### src/rtl/mem_arb_pkg.sv
// mem_arb_pkg: shared FSM states, length encodings and IO-space selector for mem_port_arbiter.
package mem_arb_pkg;

  typedef enum logic [1:0] {IDLE, RD, RDLAST, WR} state_e;

  localparam logic [1:0] LEN_1B     = 2'd0;
  localparam logic [1:0] LEN_2B     = 2'd1;
  localparam logic [1:0] LEN_4B     = 2'd2;
  localparam logic [1:0] IO_SEL_DEF = 2'b11;

  // The unused encoding 3 is deliberately treated as a 4-byte access.
  function automatic logic [2:0] len_to_bytes(input logic [1:0] len);
    return len == LEN_1B ? 3'd1 : len == LEN_2B ? 3'd2 : 3'd4;
  endfunction

endpackage

### src/rtl/mem_arb_picker.sv
// mem_arb_picker: combinational rotating-priority grant; the search starts at ptr.
module mem_arb_picker #(
  parameter int NUM_CH = 2,
  parameter int PW     = $clog2(NUM_CH)
) (
  input  logic [NUM_CH-1:0] req,
  input  logic [PW-1:0]     ptr,
  output logic [NUM_CH-1:0] gnt,
  output logic [PW-1:0]     gnt_idx,
  output logic              any
);

  // ptr is always below NUM_CH, so one conditional subtract wraps the index.
  function automatic logic [PW-1:0] rot(input logic [PW-1:0] p, input int i);
    int s;
    s = int'(p) + i;
    return PW'(s >= NUM_CH ? s - NUM_CH : s);
  endfunction

  logic [PW-1:0] idx;

  always_comb begin
    gnt     = '0;
    gnt_idx = '0;
    any     = 1'b0;
    idx     = '0;
    for (int i = 0; i < NUM_CH; i++) begin
      idx = rot(ptr, i);
      if (!any && req[idx]) begin
        gnt[idx] = 1'b1;
        gnt_idx  = idx;
        any      = 1'b1;
      end
    end
  end

endmodule

### src/rtl/mem_port_arbiter.sv
// mem_port_arbiter: serialises 1/2/4-byte requests from NUM_CH channels onto the byte-wide RAM/IO port.
// Define FIXED_PRIORITY_EN for strict lowest-index-wins arbitration instead of round-robin.
module mem_port_arbiter
  import mem_arb_pkg::*;
#(
  parameter int          NUM_CH = 2,
  parameter int          ADDR_W = 32,
  parameter logic [1:0]  IO_SEL = IO_SEL_DEF
) (
  input  logic                     clk_in,
  input  logic                     rst_in,
  input  logic                     rdy_in,
  input  logic [NUM_CH-1:0]        req_valid,
  input  logic [NUM_CH-1:0]        req_wr,
  input  logic [2*NUM_CH-1:0]      req_len,
  input  logic [ADDR_W*NUM_CH-1:0] req_addr,
  input  logic [32*NUM_CH-1:0]     req_wdata,
  input  logic [NUM_CH-1:0]        flush_mask,
  output logic [NUM_CH-1:0]        resp_done,
  output logic [31:0]              resp_rdata,
  output logic [NUM_CH-1:0]        busy_ch,
  input  logic [7:0]               mem_din,
  output logic [7:0]               mem_dout,
  output logic [ADDR_W-1:0]        mem_a,
  output logic                     mem_wr,
  input  logic                     io_buffer_full
);

  localparam int PW = $clog2(NUM_CH);

  state_e              state_q, state_d;
  logic [NUM_CH-1:0]   owner_q, owner_d, gnt;
  logic [PW-1:0]       gnt_idx, ptr;
  logic                any;
  logic [ADDR_W-1:0]   addr_q, addr_d, mem_a_q, mem_a_d;
  logic [2:0]          nb_q, nb_d, idx_q, idx_d;
  logic [31:0]         wdata_q, wdata_d, rdata_q, rdata_d, rd_full;
  logic [7:0]          dout_q, dout_d;
  logic                flushed, stall, wr_act;

  mem_arb_picker #(.NUM_CH(NUM_CH), .PW(PW)) u_picker (
    .req     (req_valid & ~flush_mask),
    .ptr     (ptr),
    .gnt     (gnt),
    .gnt_idx (gnt_idx),
    .any     (any)
  );

`ifdef FIXED_PRIORITY_EN
  assign ptr = '0;
`else
  logic [PW-1:0] ptr_q, ptr_d;
  assign ptr = ptr_q;
  always_comb ptr_d = state_q == IDLE && any ? (gnt_idx == PW'(NUM_CH - 1) ? '0 : gnt_idx + 1'b1) : ptr_q;
  always_ff @(posedge clk_in or negedge rst_in)
    if (!rst_in) ptr_q <= '0;
    else if (rdy_in) ptr_q <= ptr_d;
`endif

  assign flushed = |(flush_mask & owner_q);
  assign stall   = addr_q[17:16] == IO_SEL && io_buffer_full;
  // WR keeps one extra cycle once every byte is out (idx == nb) to pulse done.
  assign wr_act  = state_q == WR && idx_q != nb_q;
  // The last read byte arrives during RDLAST and is merged without being registered.
  assign rd_full = rdata_q | (32'(mem_din) << {nb_q - 3'd1, 3'b000});

  always_ff @(posedge clk_in or negedge rst_in)
    if (!rst_in) state_q <= IDLE;
    else if (rdy_in) state_q <= state_d;

  always_comb begin
    state_d = state_q;
    unique case (state_q)
      IDLE:    state_d = any ? (req_wr[gnt_idx] ? WR : RD) : IDLE;
      RD:      state_d = flushed ? IDLE : idx_q == nb_q - 3'd1 ? RDLAST : RD;
      RDLAST:  state_d = IDLE;
      WR:      state_d = wr_act ? WR : IDLE;
      default: state_d = IDLE;
    endcase
  end

  always_comb begin
    mem_a      = state_q == RD || wr_act ? addr_q + ADDR_W'(idx_q) : mem_a_q;
    mem_dout   = wr_act ? wdata_q[{idx_q[1:0], 3'b000} +: 8] : dout_q;
    mem_wr     = rdy_in && wr_act && !stall;
    resp_done  = rdy_in && ((state_q == RDLAST && !flushed) || (state_q == WR && !wr_act)) ? owner_q : '0;
    resp_rdata = state_q == RDLAST && |resp_done ? rd_full : '0;
    busy_ch    = state_q == IDLE ? '0 : owner_q;
  end

  always_comb begin
    owner_d = owner_q;
    addr_d  = addr_q;
    nb_d    = nb_q;
    idx_d   = idx_q;
    wdata_d = wdata_q;
    rdata_d = rdata_q;
    mem_a_d = mem_a;
    dout_d  = mem_dout;
    if (state_q == IDLE && any) begin
      owner_d = gnt;
      idx_d   = '0;
      rdata_d = '0;
      for (int i = 0; i < NUM_CH; i++)
        if (gnt[i]) begin
          addr_d  = req_addr[i*ADDR_W +: ADDR_W];
          nb_d    = len_to_bytes(req_len[i*2 +: 2]);
          wdata_d = req_wdata[i*32 +: 32];
        end
    end else if (state_q == RD) begin
      idx_d = idx_q + 3'd1;
      if (idx_q != 3'd0) rdata_d[{idx_q[1:0] - 2'd1, 3'b000} +: 8] = mem_din;
    end else if (wr_act && !stall) begin
      idx_d = idx_q + 3'd1;
    end
  end

  always_ff @(posedge clk_in or negedge rst_in)
    if (!rst_in) begin
      owner_q <= '0;
      addr_q  <= '0;
      nb_q    <= '0;
      idx_q   <= '0;
      wdata_q <= '0;
      rdata_q <= '0;
      mem_a_q <= '0;
      dout_q  <= '0;
    end else if (rdy_in) begin
      owner_q <= owner_d;
      addr_q  <= addr_d;
      nb_q    <= nb_d;
      idx_q   <= idx_d;
      wdata_q <= wdata_d;
      rdata_q <= rdata_d;
      mem_a_q <= mem_a_d;
      dout_q  <= dout_d;
    end

endmodule

### config.mk
export PLATFORM = sky130hd
export DESIGN_NAME = mem_port_arbiter
export DESIGN_NICKNAME = d
export VERILOG_FILES = /design/src/rtl/mem_arb_pkg.sv /design/src/rtl/mem_arb_picker.sv /design/src/rtl/mem_port_arbiter.sv
export SDC_FILE = /design/constraint.sdc
export NUM_CORES = 1
export LEC_CHECK = 0
export BUFFER_PORTS_ARGS = -buffer_cell sky130_fd_sc_hd__buf_4
export CORE_MARGIN = 1
export CORE_UTILIZATION = 48
export CTS_CLUSTER_DIAMETER = 150
export DETAILED_ROUTE_END_ITERATION = 8
export PLACE_DENSITY = 0.82
export RECOVER_POWER = 100
export SLEW_MARGIN = 20
export SYNTH_ARGS = -nofsm -noshare
export SYNTH_HDL_FRONTEND = slang
export SYNTH_SLANG_ARGS = --single-unit
### constraint.sdc
create_clock -name clk_in -period 2.3 [get_ports clk_in]
set_input_delay 0.23 -clock clk_in [delete_from_list [all_inputs] [get_ports clk_in]]
set_output_delay 0.23 -clock clk_in [all_outputs]
set_load 0.02 [all_outputs]
# [Word-level counts from Yosys, hierarchy flattened]
# Index checks and enable logic that the tools add are counted.
[word_totals] ff_bits=147 latchBits=0 ram_bits=0 rom_bits=0 output_inout_bits=77 memories=0
[op_classes] add_sub_neg=9 mul=0 n_div=0 order_cmp=7 n_eq_ne=8 shifts=4 n_mux=47 bitwise_logic=5 n_reduce_logical=33
[op_table] op="two-way mux 32 bit" count=9
[op_table] op="adder 32 x 3 -> 32 bit" count=1
[op_table] op="bitwise mux 32 bit" count=1
[op_table] op="bitwise OR 32 bit" count=1
[op_table] op="variable shift 8 x 7 -> 32 bit, first input constant" count=1
[op_table] op="indexed part select 32 x 6 -> 8 bit" count=1
[op_table] op="indexed part select 8 x 7 -> 32 bit" count=1
[op_table] op="left shift 8 x 6 -> 32 bit" count=1
[op_table] op="two-way mux 3 bit" count=9
[op_table] op="two-way mux 2 bit" count=9
[op_table] op="two-way mux 1 bit" count=15
[op_table] op="logical AND 1 bit" count=13
[op_table] op="two-way mux 8 bit" count=1
[op_table] op="one-hot mux 2 bit (4 select lines)" count=1
[op_table] op="negator 5 -> 7 bit" count=1
[op_table] op="== test 2 x 1 -> 1 bit, second input constant" count=3
[op_table] op="== test 2 bit, second input constant" count=3
[op_table] op="zero test 2 bit" count=3
[op_table] op="< comparator 1 x 2 -> 1 bit, second input constant" count=3
[op_table] op="AND reduction 3 bit" count=2
[op_table] op="nonzero test 2 bit" count=3
[op_table] op="nonzero test 3 bit" count=2
[op_table] op="bitwise AND 2 bit" count=2
[op_table] op="zero test 1 bit" count=4
[op_table] op="17 further kinds" count=23

# [Logic depth before layout (Yosys ltp)]
[logic_depth] ltp_word=13 depth_mapped=9

# [Cells and area by module]
# A second synthesis with hierarchy kept.
[unflattened] hier_cells=862 hier_area_um2=8023.9
[modules_own_cells] mod="mem_port_arbiter" instances=1 cells_each=857 area_per_inst_um2=7991.4
[modules_own_cells] mod="mem_arb_picker" instances=1 cells_each=5 area_per_inst_um2=32.5

# [Worst setup path before layout]
# No wires, ideal clock.
[synth_timing] path_type="register to output" from="register idx_q[0]" to="output mem_a[12]" arrival_ns=2.110 required_time_ns=2.070 path_slack_ns=-0.040 stages_incl_launch_ff=8 cell_sequence="dfrtp_1 -> ha_1 -> fa_1 -> a21oi_1 -> nand3b_1 -> nor2_1 -> xnor2_1 -> o21ai_0"
[synth_via] elab_chain_cells=4 word_cells_on_any_way=5 cone_classes="add/sub (1); eq/ne (1); mux (1); reduce/logical (2)"
[synth_rtl] item="start: declaration" line_no="mem_port_arbiter.sv:36" rtl="logic [2:0] nb_q, nb_d, idx_q, idx_d;"
[synth_rtl] item="start signal: assignment" line_no="mem_port_arbiter.sv:132" rtl="idx_q <= idx_d;"
[synth_rtl] item="branches (longest 3 deep; another with adder 32 x 3 -> 32 bit)"
[synth_rtl] item="two-way mux 32 bit *" line_no="mem_port_arbiter.sv:83" rtl="mem_a = state_q == RD || wr_act ? addr_q + ADDR_W'(idx_q) : mem_a_q;"
[synth_rtl] item="end: declaration" line_no="mem_port_arbiter.sv:24" rtl="output logic [ADDR_W-1:0] mem_a,"
# Every way passes the cells marked *.

# [Worst setup path after layout]
# Ends and elaborated chain as after synthesis.

==> impl_metrics.json <==
{
  "status": "complete, but fails checks",
  "violations": "capacitance limit, slew limit, setup timing",
  "drc": 0,
  "comb_power_share_pct": 53.2,
  "grt_pass1_vias": 7486,
  "yosysUniqueCellTypes": 56,
  "nets": 1309,
  "pin_count": 227,
  "dieArea_sq_mm": 0.0176,
  "cts_tree": "done",
  "nFillCells": 1201,
  "cp_cell_sequence": "ha_2 > fa_2 > a21oi_4 > nand3b_1 > nor2_1 > xnor2_1 > o21ai_1 > buf_4",
  "area_growth_syn_to_layout_pct": 42.2,
  "final_util_pct": 70.1,
  "setup_violations": 48,
  "period_share_pct": 117,
  "async_flop_share_pct": 100,
  "cts.sinks": 147,
  "cellPowerDensity_mw_per_mm2": 1390,
  "fmax_mhz": 371,
  "start_util_pct": 49.3,
  "startpoint_type": "register",
  "synth_edf_count": 0,
  "ys_top_cells_by_area": "dfrtp_1 (45%), mux2i_1 (8.1%), o21ai_0 (5.8%), nand2_1 (5.5%), a21oi_1 (4.1%)",
  "row_count": 47,
  "rsz0062_at_grt": "yes",
  "grt_start_max_net_pins": 67,
  "ir_worst_vdd_mv": 0.790,
  "r2r-start": "idx_q[0]",
  "p_seq_share_pct": 29.5,
  "seqCellArea_sq_mm": 0.00369,
  "path_buf_inv": 1,
  "wl_um": 24600,
  "slowest_stage": "fa_2",
  "synth_warnings": 0,
  "synth.net_count": 1030,
  "cp.arrival_ns": 2.47,
  "crit_cells": 8,
  "hold_violations": 0,
  "worstHoldStart": "req_wdata[11]",
  "worst_slack_ns": -0.396,
  "yosys.area.top_type": "dfrtp_1",
  "hold_path.class": "input pin to register",
  "synth.top_cells.by_count": "dfrtp_1 (147), nand2_1 (121), o21ai_0 (95), nor2_1 (80), a21oi_1 (67)",
  "yosysMostFrequentCell": "dfrtp_1",
  "antenna_left": 0,
  "worstSetupPathType": "register to output pin",
  "required_ns": 2.07,
  "synth_top_area_share_pct": 44.8,
  "htree_levels": 4,
  "syn_area_sq_mm": 0.00821,
  "startpoint": "idx_q[0]",
  "numPortBuffers": 226,
  "internal_power_mw": 9.44,
  "power_frac_clock_pct": 17.3,
  "swShare_pct": 41.8,
  "cellLeakagePower_nw": 5.36,
  "reg2regPathDepth": 7,
  "cts_buffers": 17,
  "gp_congestion": 0.886,
  "min_period_ns": 2.70,
  "hpwlAfterDp_um": 16400,
  "cts-root-buf": "clkbuf_16",
  "worstPathMaxFanout": 3,
  "gr-total-overflow": 0,
  "synth_cells": 869,
  "synthFlopType": "dfrtp_1",
  "die_w_um": 133,
  "antenna_found_initial": 1,
  "crit_family": "adder cells",
  "skew_ns": 0.00817,
  "cap_viol_max_count": 1,
  "worst_slew_pin_slew_ns": 1.75,
  "grt_pass1_wl_um": 37200,
  "clk_path_buf_depth": 2,
  "routed_via_density": 5.64,
  "die_h_um": 133,
  "insertion_delay_ns": 0.43,
  "hold_ws_ns": 0.0859,
  "end_kind": "output pin",
  "multi_input_area_sq_mm": 0.00464,
  "wl_per_cell_um": 17.8,
  "clkTransAtPathRegs_ns": 0.06,
  "holdPathStages": 3,
  "num_vias": 7788,
  "max_stage_delay_ns": 0.41,
  "dr.first_iter.drc_count": 546,
  "p_switching_mw": 6.78,
  "grt_util_all_layers_pct": 27.0,
  "yosysSeqAreaShare_pct": 44.8,
  "synth-seq-cells": 147,
  "relSlewSlack_pct": -16.9,
  "core_sq_mm": 0.0166,
  "slew_viol_final": 67,
  "firstDrtPassIters": 5,
  "drive_above_1_share_pct": 38.5,
  "syn_avg_cell_area_sq_um": 9.44
}
power by group through the flow:
| stage | registers, mW | logic [mW] | clock network (mW) |
|---|---|---|---|
| after global routing | 4.91 | 9.32 | 2.93 |
| after detailed placement | 4.69 | 7.43 | 0 |
| after floorplan | 4.45 | 4.78 | 0 |
| final | 4.78 | 8.63 | 2.81 |
| after global placement | 4.63 | 7.24 | 0 |
| after CTS | 4.69 | 8.04 | 2.82 |
area by class of cell:
cell class | count | area share, %
sequential | 147 | 31.6
multi-input combinational | 660 | 39.7
clock inverter | 13 | 1.39
inverter | 13 | 0.418
timing repair buffer | 309 | 20.8
antenna | 1 | 0.0214
tap | 220 | 2.36
clock buffer | 18 | 3.68
state kept, by name (all words and copies together), names as in the netlist:
| name | cells |
|---|---|
| ptr | 1 |
| state_q | 2 |
| dout_q | 8 |
| rdata_q | 32 |
| owner_q | 2 |
| addr_q | 32 |
| idx_q | 3 |
| mem_a_q | 32 |
| nb_q | 3 |
| wdata_q | 32 |
final timing paths:
kind | end | slack, ns
worst max-delay path | mem_a[12] | -0.40
worst min-delay path | wdata_q[11] | 0.09
worst max register to register | rdata_q[24] | 0.01
worst min register to register | wdata_q[26] | 0.48
max in group asynchronous | dout_q[2] | 0.32
min in group asynchronous | mem_a_q[26] | 0.81
placed cells by master, fill, tap and decap left out, types with 6 or more instances in the layout:
| cell | netlist | routed |
|---|---|---|
| buf_4 | 0 | 281 |
| dfrtp_1 | 147 | 139 |
| nand2_1 | 121 | 117 |
| o21ai_0 | 95 | 81 |
| nor2_1 | 80 | 73 |
| mux2i_1 | 66 | 66 |
| a21oi_1 | 67 | 59 |
| a22o_1 | 25 | 24 |
| mux2_2 | 23 | 23 |
| o21ai_1 | 13 | 23 |
| clkbuf_16 | 0 | 19 |
| nand4_1 | 17 | 17 |
| nor2b_1 | 14 | 14 |
| buf_6 | 1 | 13 |
| inv_1 | 13 | 12 |
| xor2_1 | 21 | 11 |
| nand2b_1 | 10 | 10 |
| xor2_2 | 0 | 9 |
| nand3_1 | 15 | 8 |
| nor3_1 | 9 | 8 |
| a21oi_2 | 1 | 8 |
| mux4_2 | 8 | 8 |
| dfrtp_2 | 0 | 8 |
| xnor2_1 | 13 | 7 |
| ha_1 | 10 | 7 |
| nand3_2 | 0 | 6 |
| a21o_1 | 6 | 6 |
through the flow:
step | setup TNS, ns | cells | cell area [sq um] | power [mW] | setup WS, ns
finish | -9.97 | 1381 | 11700 | 16.2 | -0.396
global route | -19.31 | 1381 | 11700 | 17.2 | -0.480
CTS | -10.15 | 1358 | 11300 | 15.6 | -0.433
detailed placement | -2.47 | 1310 | 10400 | 12.1 | -0.229
global placement | -1.35 | 1310 | 10400 | 11.9 | -0.124
floorplan | 0 | 869 | 8210 | 9.23 | 0.00660
per-layer routing:
metal / up-vias / part of all wire [%] / GRT usage (%)
met2: 355 / 51 / 46.8
met3: 72 / 7.0 / 5.17
met5: - / 0 / 0
met4: 0 / 3.4 / 11.0
met1: 3745 / 39 / 33.0
li1: 3616 / - / -
cells by family (layout without fill, tap and decap cells):
| family | Yosys count | in the layout | synth area share (%) |
|---|---|---|---|
| xor+xnor | 35 | 35 | 3.92 |
| compound gates | 220 | 220 | 15.3 |
| buf+inv | 63 | 353 | 3.55 |
| fa+ha+maj | 11 | 11 | 1.77 |
| simple gates | 296 | 297 | 17.2 |
| mux | 97 | 97 | 13.4 |
| flops | 147 | 147 | 44.8 |
| other cells | 0 | 1 | 0 |
worst register-to-register path, stage by stage (launching register included):
cell	delay, ns
dfrtp_1	0.35
buf_4	0.32
inv_1	0.14
ha_1	0.25
a21oi_2	0.22
nand2_1	0.09
or4b_1	0.62
o21ai_0	0.22
timing repair:
action,4_1_cts,5_1_grt
hold buffers,1,0
resized for setup,51,57
endpoints found under the setup margin,74,89
pin swaps,17,48
hold endpoints to repair,64,0
buffers inserted,15,21
cloned,1,2
(Power assumes the default switching activity.)
